===== config.mk =====
export PLATFORM = sky130hd
export DESIGN_NAME = fp_mul_arbiter_flat
export DESIGN_NICKNAME = d
export VERILOG_FILES = /design/src/rtl/fp_mul_pkg.sv /design/src/rtl/fp_mul_arbiter_if.sv /design/src/rtl/fp_mul_arbiter_rr.sv /design/src/rtl/fp_mul_arbiter.sv /design/src/flat_wrapper.sv
export SDC_FILE = /design/constraint.sdc
export NUM_CORES = 1
export LEC_CHECK = 0
export ABC_AREA = 0
export CAP_MARGIN = 20
export CORE_AREA = 5 5 158 160
export CTS_BUF_LIST = sky130_fd_sc_hd__clkbuf_4 sky130_fd_sc_hd__clkbuf_8 sky130_fd_sc_hd__clkbuf_16
export DETAILED_ROUTE_END_ITERATION = 12
export DIE_AREA = 0 0 163 165
export SYNTH_ARGS = -nofsm -noshare
export SYNTH_HDL_FRONTEND = slang
export SYNTH_SLANG_ARGS = --single-unit

===== constraint.sdc =====
create_clock -name clk -period 4.45 [get_ports clk]
set_clock_uncertainty 0.2 [all_clocks]
set_input_delay 1.1125 -clock clk [delete_from_list [all_inputs] [get_ports clk]]
set_output_delay 1.1125 -clock clk [all_outputs]
set_load 0.01 [all_outputs]

===== src/rtl/fp_mul_pkg.sv =====
// Shared types for the FP32 multiplier arbiter: rounding modes, widths and the
// requester tag carried alongside each in-flight multiply.
package fp_mul_pkg;

    localparam int FP_W     = 32;
    localparam int RMODE_W  = 3;
    localparam int TAG_ID_W = 3;    // wide enough for up to 8 requesters

    typedef enum logic [RMODE_W-1:0] {
        RNE = 3'd0,
        RTZ = 3'd1,
        RDN = 3'd2,
        RUP = 3'd3,
        RMM = 3'd4
    } rmode_e;

    typedef struct packed {
        logic                vld;
        logic [TAG_ID_W-1:0] id;
    } tag_t;

    // Codes above RMM have no meaning to the multiplier and fall back to RNE.
    function automatic logic [RMODE_W-1:0] legal_rmode(input logic [RMODE_W-1:0] mode);
        return (mode <= RMODE_W'(RMM)) ? mode : RMODE_W'(RNE);
    endfunction

endpackage


===== src/rtl/fp_mul_arbiter_if.sv =====
// Requester-side bundle of the multiplier arbiter: operand requests going in,
// one-hot responses coming back.
interface fp_mul_arbiter_if
    import fp_mul_pkg::*;
#(
    parameter int N_REQ = 4
);
    logic [N_REQ-1:0]         req_valid;
    logic [N_REQ-1:0]         req_ready;
    logic [FP_W*N_REQ-1:0]    req_x;
    logic [FP_W*N_REQ-1:0]    req_y;
    logic [RMODE_W*N_REQ-1:0] req_rmode;
    logic [N_REQ-1:0]         rsp_valid;
    logic [FP_W-1:0]          rsp_z;
    logic                     rsp_ovrf;
    logic                     rsp_udrf;

    modport master (
        output req_valid, req_x, req_y, req_rmode,
        input  req_ready, rsp_valid, rsp_z, rsp_ovrf, rsp_udrf
    );

    modport slave (
        input  req_valid, req_x, req_y, req_rmode,
        output req_ready, rsp_valid, rsp_z, rsp_ovrf, rsp_udrf
    );

endinterface


===== src/rtl/fp_mul_arbiter_rr.sv =====
// Combinational round-robin picker: lowest requesting index at or above ptr,
// wrapping to the lowest requesting index overall.
module rr_arbiter
    import fp_mul_pkg::*;
#(
    parameter int N_REQ = 4,
    parameter int ID_W  = (N_REQ > 1) ? $clog2(N_REQ) : 1
) (
    input  logic [N_REQ-1:0] req,
    input  logic [ID_W-1:0]  ptr,
    output logic [N_REQ-1:0] grant,
    output logic [ID_W-1:0]  idx,
    output logic             found
);

    logic [N_REQ-1:0] req_upper;
    logic [N_REQ-1:0] sel;

    for (genvar gi = 0; gi < N_REQ; gi++) begin : g_upper
        assign req_upper[gi] = req[gi] && (ID_W'(gi) >= ptr);
    end

    always_comb begin
        sel   = (|req_upper) ? req_upper : req;
        found = |sel;
        idx   = '0;
        for (int i = N_REQ - 1; i >= 0; i--) begin
            if (sel[i]) begin
                idx = ID_W'(i);
            end
        end
        grant = found ? (N_REQ'(1) << idx) : '0;
    end

endmodule


===== src/rtl/fp_mul_arbiter.sv =====
// Round-robin sharing of one pipelined FP32 multiplier between N_REQ requesters.
// Optional sticky overflow/underflow flags per requester: define FP_MUL_ARB_STICKY_EN.
module fp_mul_arbiter
    import fp_mul_pkg::*;
#(
    parameter int N_REQ   = 4,
    parameter int MUL_LAT = 2
) (
    input  logic               clk,
    input  logic               rst,
    input  logic               hold,
    fp_mul_arbiter_if.slave    req_bus,
    output logic [FP_W-1:0]    mul_x,
    output logic [FP_W-1:0]    mul_y,
    output logic [RMODE_W-1:0] mul_r_mode,
    input  logic [FP_W-1:0]    mul_z,
    input  logic               mul_ovrf,
    input  logic               mul_udrf,
`ifdef FP_MUL_ARB_STICKY_EN
    input  logic [N_REQ-1:0]   sticky_clr,
    output logic [N_REQ-1:0]   sticky_ovrf,
    output logic [N_REQ-1:0]   sticky_udrf,
`endif
    output logic               busy
);

    localparam int ID_W = (N_REQ > 1) ? $clog2(N_REQ) : 1;

    logic [FP_W-1:0]    x_slice     [N_REQ];
    logic [FP_W-1:0]    y_slice     [N_REQ];
    logic [RMODE_W-1:0] rmode_slice [N_REQ];

    for (genvar gi = 0; gi < N_REQ; gi++) begin : g_slice
        assign x_slice[gi]     = req_bus.req_x[FP_W*gi +: FP_W];
        assign y_slice[gi]     = req_bus.req_y[FP_W*gi +: FP_W];
        assign rmode_slice[gi] = legal_rmode(req_bus.req_rmode[RMODE_W*gi +: RMODE_W]);
    end

    // ---------------- arbitration ----------------
    logic [ID_W-1:0]  rr_ptr_reg;
    logic [ID_W-1:0]  rr_ptr_next;
    logic [N_REQ-1:0] grant;
    logic [ID_W-1:0]  grant_idx;
    logic             grant_found;
    logic             arb_en;

    // Reset suppresses grants so nothing is accepted that would be dropped.
    assign arb_en = !hold && !rst;

    rr_arbiter #(
        .N_REQ (N_REQ),
        .ID_W  (ID_W)
    ) u_rr (
        .req   (req_bus.req_valid & {N_REQ{arb_en}}),
        .ptr   (rr_ptr_reg),
        .grant (grant),
        .idx   (grant_idx),
        .found (grant_found)
    );

    assign req_bus.req_ready = grant;

    always_comb begin
        rr_ptr_next = rr_ptr_reg;
        if (grant_found) begin
            rr_ptr_next = (grant_idx == ID_W'(N_REQ - 1)) ? '0 : grant_idx + 1'b1;
        end
    end

    // ---------------- operand registers ----------------
    logic [FP_W-1:0]    mul_x_reg;
    logic [FP_W-1:0]    mul_y_reg;
    logic [RMODE_W-1:0] mul_r_mode_reg;

    always_ff @(posedge clk) begin
        if (rst) begin
            rr_ptr_reg     <= '0;
            mul_x_reg      <= '0;
            mul_y_reg      <= '0;
            mul_r_mode_reg <= '0;
        end else begin
            rr_ptr_reg <= rr_ptr_next;
            if (grant_found) begin
                mul_x_reg      <= x_slice[grant_idx];
                mul_y_reg      <= y_slice[grant_idx];
                mul_r_mode_reg <= rmode_slice[grant_idx];
            end
        end
    end

    assign mul_x      = mul_x_reg;
    assign mul_y      = mul_y_reg;
    assign mul_r_mode = mul_r_mode_reg;

    // ---------------- tag pipeline ----------------
    // Stage 0 sits beside the operand registers; stages 1..MUL_LAT follow the
    // multiplier, so the last stage lines up with a valid mul_z.
    tag_t             tag_reg [MUL_LAT+1];
    tag_t             tag_next;
    logic [MUL_LAT:0] tag_vld;

    always_comb begin
        tag_next = '0;
        if (grant_found) begin
            tag_next.vld = 1'b1;
            tag_next.id  = TAG_ID_W'(grant_idx);
        end
    end

    always_ff @(posedge clk) begin
        if (rst) begin
            for (int s = 0; s <= MUL_LAT; s++) begin
                tag_reg[s] <= '0;
            end
        end else begin
            tag_reg[0] <= tag_next;
            for (int s = 1; s <= MUL_LAT; s++) begin
                tag_reg[s] <= tag_reg[s-1];
            end
        end
    end

    for (genvar gi = 0; gi <= MUL_LAT; gi++) begin : g_vld
        assign tag_vld[gi] = tag_reg[gi].vld;
    end

    assign busy = |tag_vld;

    // ---------------- response registers ----------------
    tag_t             last_tag;
    logic [N_REQ-1:0] rsp_onehot;
    logic [N_REQ-1:0] rsp_valid_reg;
    logic [FP_W-1:0]  rsp_z_reg;
    logic             rsp_ovrf_reg;
    logic             rsp_udrf_reg;

    assign last_tag   = tag_reg[MUL_LAT];
    assign rsp_onehot = last_tag.vld ? (N_REQ'(1) << last_tag.id) : '0;

    always_ff @(posedge clk) begin
        if (rst) begin
            rsp_valid_reg <= '0;
            rsp_z_reg     <= '0;
            rsp_ovrf_reg  <= 1'b0;
            rsp_udrf_reg  <= 1'b0;
        end else begin
            rsp_valid_reg <= rsp_onehot;
            if (last_tag.vld) begin
                rsp_z_reg    <= mul_z;
                rsp_ovrf_reg <= mul_ovrf;
                rsp_udrf_reg <= mul_udrf;
            end
        end
    end

    assign req_bus.rsp_valid = rsp_valid_reg;
    assign req_bus.rsp_z     = rsp_z_reg;
    assign req_bus.rsp_ovrf  = rsp_ovrf_reg;
    assign req_bus.rsp_udrf  = rsp_udrf_reg;

`ifdef FP_MUL_ARB_STICKY_EN
    // ---------------- sticky exception flags ----------------
    logic [N_REQ-1:0] sticky_ovrf_reg;
    logic [N_REQ-1:0] sticky_udrf_reg;
    logic [N_REQ-1:0] set_ovrf;
    logic [N_REQ-1:0] set_udrf;

    assign set_ovrf = mul_ovrf ? rsp_onehot : '0;
    assign set_udrf = mul_udrf ? rsp_onehot : '0;

    // Set is OR-ed in after the clear so a same-cycle event is never lost.
    always_ff @(posedge clk) begin
        if (rst) begin
            sticky_ovrf_reg <= '0;
            sticky_udrf_reg <= '0;
        end else begin
            sticky_ovrf_reg <= (sticky_ovrf_reg & ~sticky_clr) | set_ovrf;
            sticky_udrf_reg <= (sticky_udrf_reg & ~sticky_clr) | set_udrf;
        end
    end

    assign sticky_ovrf = sticky_ovrf_reg;
    assign sticky_udrf = sticky_udrf_reg;
`endif

endmodule


===== src/flat_wrapper.sv =====
// flat-port wrapper written by rule: the top's interface ports become plain ports
module fp_mul_arbiter_flat import fp_mul_pkg::*;
#(
    parameter int N_REQ   = 4,
    parameter int MUL_LAT = 2
)
  (clk, rst, hold, mul_x, mul_y, mul_r_mode, mul_z, mul_ovrf, mul_udrf, busy, req_bus_req_valid, req_bus_req_x, req_bus_req_y, req_bus_req_rmode, req_bus_req_ready, req_bus_rsp_valid, req_bus_rsp_z, req_bus_rsp_ovrf, req_bus_rsp_udrf);
  fp_mul_arbiter_if #(.N_REQ(N_REQ)) req_bus_i ();
  input  logic clk;
  input  logic rst;
  input  logic hold;
  output logic [FP_W-1:0] mul_x;
  output logic [FP_W-1:0] mul_y;
  output logic [RMODE_W-1:0] mul_r_mode;
  input  logic [FP_W-1:0] mul_z;
  input  logic mul_ovrf;
  input  logic mul_udrf;
  output logic busy;
  input wire logic [$bits(req_bus_i.req_valid)-1:0] req_bus_req_valid;
  input wire logic [$bits(req_bus_i.req_x)-1:0] req_bus_req_x;
  input wire logic [$bits(req_bus_i.req_y)-1:0] req_bus_req_y;
  input wire logic [$bits(req_bus_i.req_rmode)-1:0] req_bus_req_rmode;
  output wire logic [$bits(req_bus_i.req_ready)-1:0] req_bus_req_ready;
  output wire logic [$bits(req_bus_i.rsp_valid)-1:0] req_bus_rsp_valid;
  output wire logic [$bits(req_bus_i.rsp_z)-1:0] req_bus_rsp_z;
  output wire logic [$bits(req_bus_i.rsp_ovrf)-1:0] req_bus_rsp_ovrf;
  output wire logic [$bits(req_bus_i.rsp_udrf)-1:0] req_bus_rsp_udrf;
  assign req_bus_i.req_valid = req_bus_req_valid;
  assign req_bus_i.req_x = req_bus_req_x;
  assign req_bus_i.req_y = req_bus_req_y;
  assign req_bus_i.req_rmode = req_bus_req_rmode;
  assign req_bus_req_ready = req_bus_i.req_ready;
  assign req_bus_rsp_valid = req_bus_i.rsp_valid;
  assign req_bus_rsp_z = req_bus_i.rsp_z;
  assign req_bus_rsp_ovrf = req_bus_i.rsp_ovrf;
  assign req_bus_rsp_udrf = req_bus_i.rsp_udrf;
  fp_mul_arbiter #(.N_REQ(N_REQ), .MUL_LAT(MUL_LAT)) u_core (.clk(clk), .rst(rst), .hold(hold), .req_bus(req_bus_i), .mul_x(mul_x), .mul_y(mul_y), .mul_r_mode(mul_r_mode), .mul_z(mul_z), .mul_ovrf(mul_ovrf), .mul_udrf(mul_udrf), .busy(busy));
endmodule

==> results of run 1 <==
worst max-delay path by stage:
stage | start | endpoint | slack, ns | depth (start not counted)
after floorplan | rst | req_bus_req_ready[0] | 0.65 | 9
after global placement | req_bus_req_valid[3] | req_bus_req_ready[0] | -0.07 | 8
after detailed placement | req_bus_req_valid[3] | req_bus_req_ready[0] | -0.1 | 8
after CTS | req_bus_req_valid[0] | req_bus_req_ready[2] | 0.06 | 8
after global routing | req_bus_req_valid[2] | req_bus_req_ready[2] | 0.03 | 8
final | req_bus_req_valid[2] | req_bus_req_ready[2] | 0.11 | 8
routing by layer:
layer  up-vias  track usage [%]
li1       2940                -
met1      2736             19.3
met2       248             30.0
met3        22             6.79
met4         0             5.03
met5         -                0
critical path, cell delays in order:
cell             delay [ns]
clkdlybuf4s50_1        0.50
a21bo_1                0.22
a21o_1                 0.19
and3_4                 0.18
clkinv_4               0.06
ha_1                   0.13
and2_1                 0.11
clkdlybuf4s50_1        0.53
cells in the mapped netlist, types with 2 or more instances:
| library cell | n | area [µm²] |
|---|---|---|
| o21ai_0 | 5 | 25.0 |
| o221ai_1 | 66 | 578 |
| buf_8 | 2 | 30.0 |
| and3_1 | 4 | 25.0 |
| buf_1 | 3 | 11.3 |
| and2_1 | 4 | 25.0 |
| inv_1 | 9 | 33.8 |
| a21oi_1 | 6 | 30.0 |
| clkbuf_4 | 4 | 30.0 |
| ha_1 | 4 | 50.1 |
| buf_12 | 8 | 160 |
| a21boi_1 | 2 | 15.0 |
| clkbuf_1 | 25 | 93.8 |
| nor2b_1 | 11 | 68.8 |
| nand2_1 | 65 | 244 |
| nand2b_1 | 2 | 12.5 |
| dfxtp_1 | 116 | 2320 |
| buf_2 | 3 | 15.0 |
| nor2_1 | 47 | 176 |
| mux2i_1 | 164 | 1640 |
| nor3_1 | 4 | 20.0 |
| nor4bb_1 | 2 | 20.0 |
cells in the final DEF, fill, tap and decap left out, types with 5 or more instances in the layout:
| master | Yosys | final |
|---|---|---|
| clkdlybuf4s50_1 | 0 | 414 |
| mux2i_1 | 164 | 164 |
| dfxtp_1 | 116 | 115 |
| o221ai_1 | 66 | 65 |
| nand2_1 | 65 | 65 |
| nor2_1 | 47 | 46 |
| clkbuf_16 | 0 | 17 |
| buf_4 | 0 | 15 |
| nor2b_1 | 11 | 11 |
| inv_1 | 9 | 9 |
| a21oi_1 | 6 | 6 |
| clkinv_4 | 1 | 5 |
| o21ai_0 | 5 | 5 |
report_power, final:
part | internal (µW) | total [µW] | leakage [µW] | switching, µW
combinational | 441 | 680 | 0.00348 | 239
clock | 789 | 1330 | 0.000278 | 542
sequential | 1100 | 1140 | 0.000949 | 33.6
total | 2330 | 3150 | 0.00471 | 814
cell type report:
cell class / count / area, µm² / share of cell area, %
Timing Repair Buffer: 435 / 4330 / 40.2
Multi-Input combinational cell: 404 / 3110 / 28.9
Sequential cell: 116 / 2320 / 21.6
Clock buffer: 18 / 439 / 4.07
Tap cell: 319 / 399 / 3.70
Clock inverter: 14 / 129 / 1.20
Inverter: 10 / 42.5 / 0.395
Antenna cell: 2 / 5.00 / 0.0464
repair_timing:
action	CTS	global route
pin swaps	0	2
hold buffers	0	0
gates resized for setup	4	3
setup endpoints to repair	4	2
metrics by stage:
stage	utilization (%)	hold slack [ns]	setup WS, ns	setup TNS [ns]
after floorplan	-	0.214	0.652	0
after global placement	43.8	0.226	-0.0728	-0.156
after detailed placement	43.8	0.233	-0.0953	-0.228
after CTS	46.3	0.246	0.0600	0
after global routing	46.3	0.258	0.0295	0
final	46.3	0.241	0.106	0
cell families after synthesis:
family | share of synthesized area (%)
AO/OA/AOI/OAI | 12.7
multiplexers | 28.4
adder cells (fa/ha/maj) | 0.865
AND/OR/NAND/NOR | 11.1
flip-flops | 40.1
buffers and inverters | 6.81
==> results_dict.tcl, run 1 <==
set metrics [dict create \
    outcome "finished, final reports clean" \
    grt_usage_pct 17.1 \
    nets 1297 \
    holdPathEnd "u_core.tag_reg[0][5]$_SDFF_PP0_" \
    instances_no_fill 1318 \
    area_growth_pct 86.2 \
    reg2regPathDepth 8 \
    total_power_uw 3150 \
    drv_cap 0 \
    worstHoldStart "u_core.tag_reg[0][1]$_SDFF_PP0_" \
    place_area_um2 10200 \
    synth_nets 889 \
    rr_startpoint "u_core.rr_ptr_reg[1]$_SDFFE_PP0P_" \
    synthFlopType "dfxtp_1" \
    ant_nets 0 \
    cts-root-buf "clkbuf_16" \
    peakVddDrop_uv 222 \
    cts_tree "done" \
    worstHoldPathType "register to register" \
    fp-row-count 56 \
    setup_violations 0 \
    max_freq_mhz 230 \
    fillers 2300 \
    num_vias 5946 \
    worstReg2RegEnd "u_core.mul_x[4]$_SDFFE_PP0P_" \
    antenna_found_initial 2 \
    drtPass1Iterations 6 \
    yosysUniqueCellTypes 42 \
    core_um2 23300 \
    cts_setup_buffers 0 \
    maxUsedRoutingLayer "met4" \
    dr_wl_met3_um 2200 \
    critPathKind "input pin to primary output" \
    relSlewSlack_pct 33.3 \
    drtIter0Drc 209 \
    yosysSeqAreaShare_pct 40.1 \
    io_buffers 418 \
    drive_gt1_share_pct 6.02 \
    grt_pass1_wl_um 35500 \
    die_area_um2 26900 \
    grt_max_degree 65 \
    wl_met1_um 9570 \
    wire_per_inst_um 18.7 \
    vias_per_cell 4.51 \
    io_pins 419 \
    worstMarginPinSlew_ns 1.00 \
    h-tree-depth 4 \
    finalHoldViolCount 0 \
    endpoint_kind "primary output" \
    rsz0062_at_grt "no" \
    ys_warn_count 0 \
    async_flop_share_pct 0 \
    clk_pin_slew_ns 0.05 \
    gp_congestion 0.821 \
    die_w_um 163 \
    insertion_delay_ns 0.40 \
    drc 0 \
    period_minus_slack_ns 4.34 \
    met2_length_um 12400 \
    grt_pass1_vias 6075 \
    initial_utilization_pct 24.9 \
    cts_buffer_depth 2 \
    holdPathStages 1 \
    syn_avg_cell_area_um2 10.1 \
    dp_hpwl_um 18900 \
    start_kind "input pin" \
    cp.arrival_ns 3.03 \
    numPlacedInstances 1284 \
    fin_crit_sh_pct 97.6 \
    p_per_area_nw_per_um2 292 \
    synth_edf_count 0 \
    worstPathRequired_ns 3.14 \
    cp_max_fo 4 \
    clock-sinks 116 \
    synth_cells 576 \
    synth_seq_cells 116 \
    ff2ff_setup_slack_ns 1.49 \
    wl_um 24600 \
    final_area_um2 10800 \
    numCtsBuffers 17 \
    p_leak_uw 0.00471 \
    synth_area_um2 5790 \
    maxSlewViolCount 0 \
    grt-ovfl-total 0 \
    die_y_um 165 \
]
No activity file was read; power rests on OpenSTA's default activity.
==> inputs of run 2 (changes only) <==
Settings changed: PLACE_DENSITY from default to 0.7.
==> results_dict.tcl, run 2 (same netlist as run 1, synthesis figures left out) <==
set metrics [dict create \
    finalHoldViolCount 0 \
    maxSlewViolCount 0 \
    timing.hold.ws_ns 0.231 \
    final_cell_mix "clkdlybuf4s50_1, mux2i_1, dfxtp_1, o221ai_1, nand2_1" \
    crit_cells 8 \
    worstHoldPathType "register to register" \
    worst_path_largest_cell_delay_ns 0.54 \
    crit_family "buffers and inverters" \
    grt_max_degree 51 \
    insertion_delay_ns 0.41 \
    dp_hpwl_um 18700 \
    outcome "finished, final reports clean" \
    die_y_um 165 \
    critical_path.slowest_cell "clkdlybuf4s50_1" \
    antenna_found_initial 4 \
    worstMarginPinSlew_ns 0.895 \
    wl_met1_um 9370 \
    layout_commonest_cell "clkdlybuf4s50_1" \
    vias_per_cell 4.54 \
    drtIter0Drc 235 \
    seq_area_um2 2320 \
    io_pins 419 \
    worstPathRequired_ns 3.14 \
    maxUsedRoutingLayer "met5" \
    grt_pass1_vias 6175 \
    wl_um 24000 \
    max_freq_mhz 231 \
    numCtsBuffers 17 \
    dr_wl_met3_um 2210 \
    peakVddDrop_uv 196 \
    clock-sinks 116 \
    cp_max_fo 5 \
    p_per_area_nw_per_um2 301 \
    rsz0062_at_grt "no" \
    clk_pin_slew_ns 0.06 \
    fp-row-count 56 \
    cts_tree "done" \
    met2_length_um 12000 \
    cts-root-buf "clkbuf_16" \
    worst-path-buf-inv 4 \
    die_w_um 163 \
    die_area_um2 26900 \
    num_vias 5998 \
    drc 0 \
    drtPass1Iterations 5 \
    initial_utilization_pct 24.9 \
    gp_congestion 0.819 \
    fillers 2263 \
    cts_buffer_depth 2 \
    endpoint_kind "primary output" \
    io_buffers 418 \
    relSlewSlack_pct 40.4 \
    critPathKind "input pin to primary output" \
    grt_pass1_wl_um 35000 \
    wire_per_inst_um 18.2 \
    start_kind "input pin" \
    area_growth_pct 86.9 \
    dpl_worst_slack_ns -0.116 \
    cp.arrival_ns 3.02 \
    p_leak_uw 0.00472 \
    holdPathStages 1 \
    drive_gt1_share_pct 6.11 \
    h-tree-depth 4 \
    drv_cap 0 \
    setup_violations 0 \
    grt_usage_pct 16.7 \
    fin_crit_sh_pct 97.3 \
    period_minus_slack_ns 4.33 \
    nets 1299 \
    reg2regPathDepth 8 \
    multi_input_area_um2 3110 \
    cts_setup_buffers 0 \
    grt-ovfl-total 0 \
    worstPathCellList "clkdlybuf4s50_1 > buf_4 > a21oi_1 > o221ai_4 > inv_1 > ha_1 > and2_1 > clkdlybuf4s50_1" \
    instances_no_fill 1320 \
    numPlacedInstances 1286 \
    ant_nets 0 \
    layout_setup_ws_ns 0.119 \
    core_um2 23300 \
    cpMostUsedCell "clkdlybuf4s50_1" \
]
run 2: cell count changes in the layout (fill, tap and decap cells not counted), moves of 2 or more:
cell       before  now
buf_4          15   18
clkinv_2        4    2
bufinv_16       1    3
clkinv_4        5    3
inv_6           2    4
run 2: layout make-up:
type	count	area share, %
Antenna cell	2	0.0462
Clock buffer	18	4.06
Clock inverter	14	1.62
Inverter	10	0.393
Multi-Input combinational cell	404	28.7
Sequential cell	116	21.5
Tap cell	319	3.69
Timing Repair Buffer	437	40.0
run 2: what timing repair did:
item / CTS / global route
hold buffers: 0 / 0
gates resized for setup: 3 / 2
endpoints found under the hold margin: 0 / 0
gates cloned: 0 / 0
setup endpoints to repair: 4 / 2
run 2: metrics by stage:
stage          utilization [%]  TNS [ns]  area, µm²  power (µW)
4_1_cts                   46.5         0      10800        3320
2_1_floorplan                -         0       5790        1390
5_1_grt                   46.5         0      10800        3410
3_5_place_dp              43.8     -1.36      10200        1840
3_3_place_gp              43.8    -0.289      10200        1840
6_report                  46.5         0      10800        3260
run 2: final timing paths:
| check | to | start | slack (ns) |
|---|---|---|---|
| min | u_core.tag_reg[0][5]$_SDFF_PP0_ | u_core.tag_reg[0][1]$_SDFF_PP0_ | 0.23 |
| max reg2reg | u_core.mul_y[11]$_SDFFE_PP0P_ | u_core.rr_ptr_reg[1]$_SDFFE_PP0P_ | 1.35 |
| min reg2reg | u_core.tag_reg[0][5]$_SDFF_PP0_ | u_core.tag_reg[0][1]$_SDFF_PP0_ | 0.23 |
| max | req_bus_req_ready[3] | req_bus_req_valid[0] | 0.12 |
run 2: worst register-to-register path, stage by stage, from the launching register on:
cell      delay (ns)
dfxtp_1         0.37
a21bo_1         0.23
a21o_1          0.20
and3_4          0.21
clkinv_4        0.06
buf_4           0.63
buf_4           0.66
mux2i_1         0.28
o221ai_1        0.12
run 2: per-layer routing:
metal  vias up  track usage, %
li1       2943               -
met1      2753            19.3
met2       275            29.2
met3        23            6.16
met4         4            4.73
met5         -               0
run 2: report_power, final:
group          internal [µW]  switching (µW)  total [µW]  leakage [µW]
Sequential              1100            34.1        1140      0.000949
Clock                    903             539        1440      0.000294
Combinational            440             240         680       0.00348
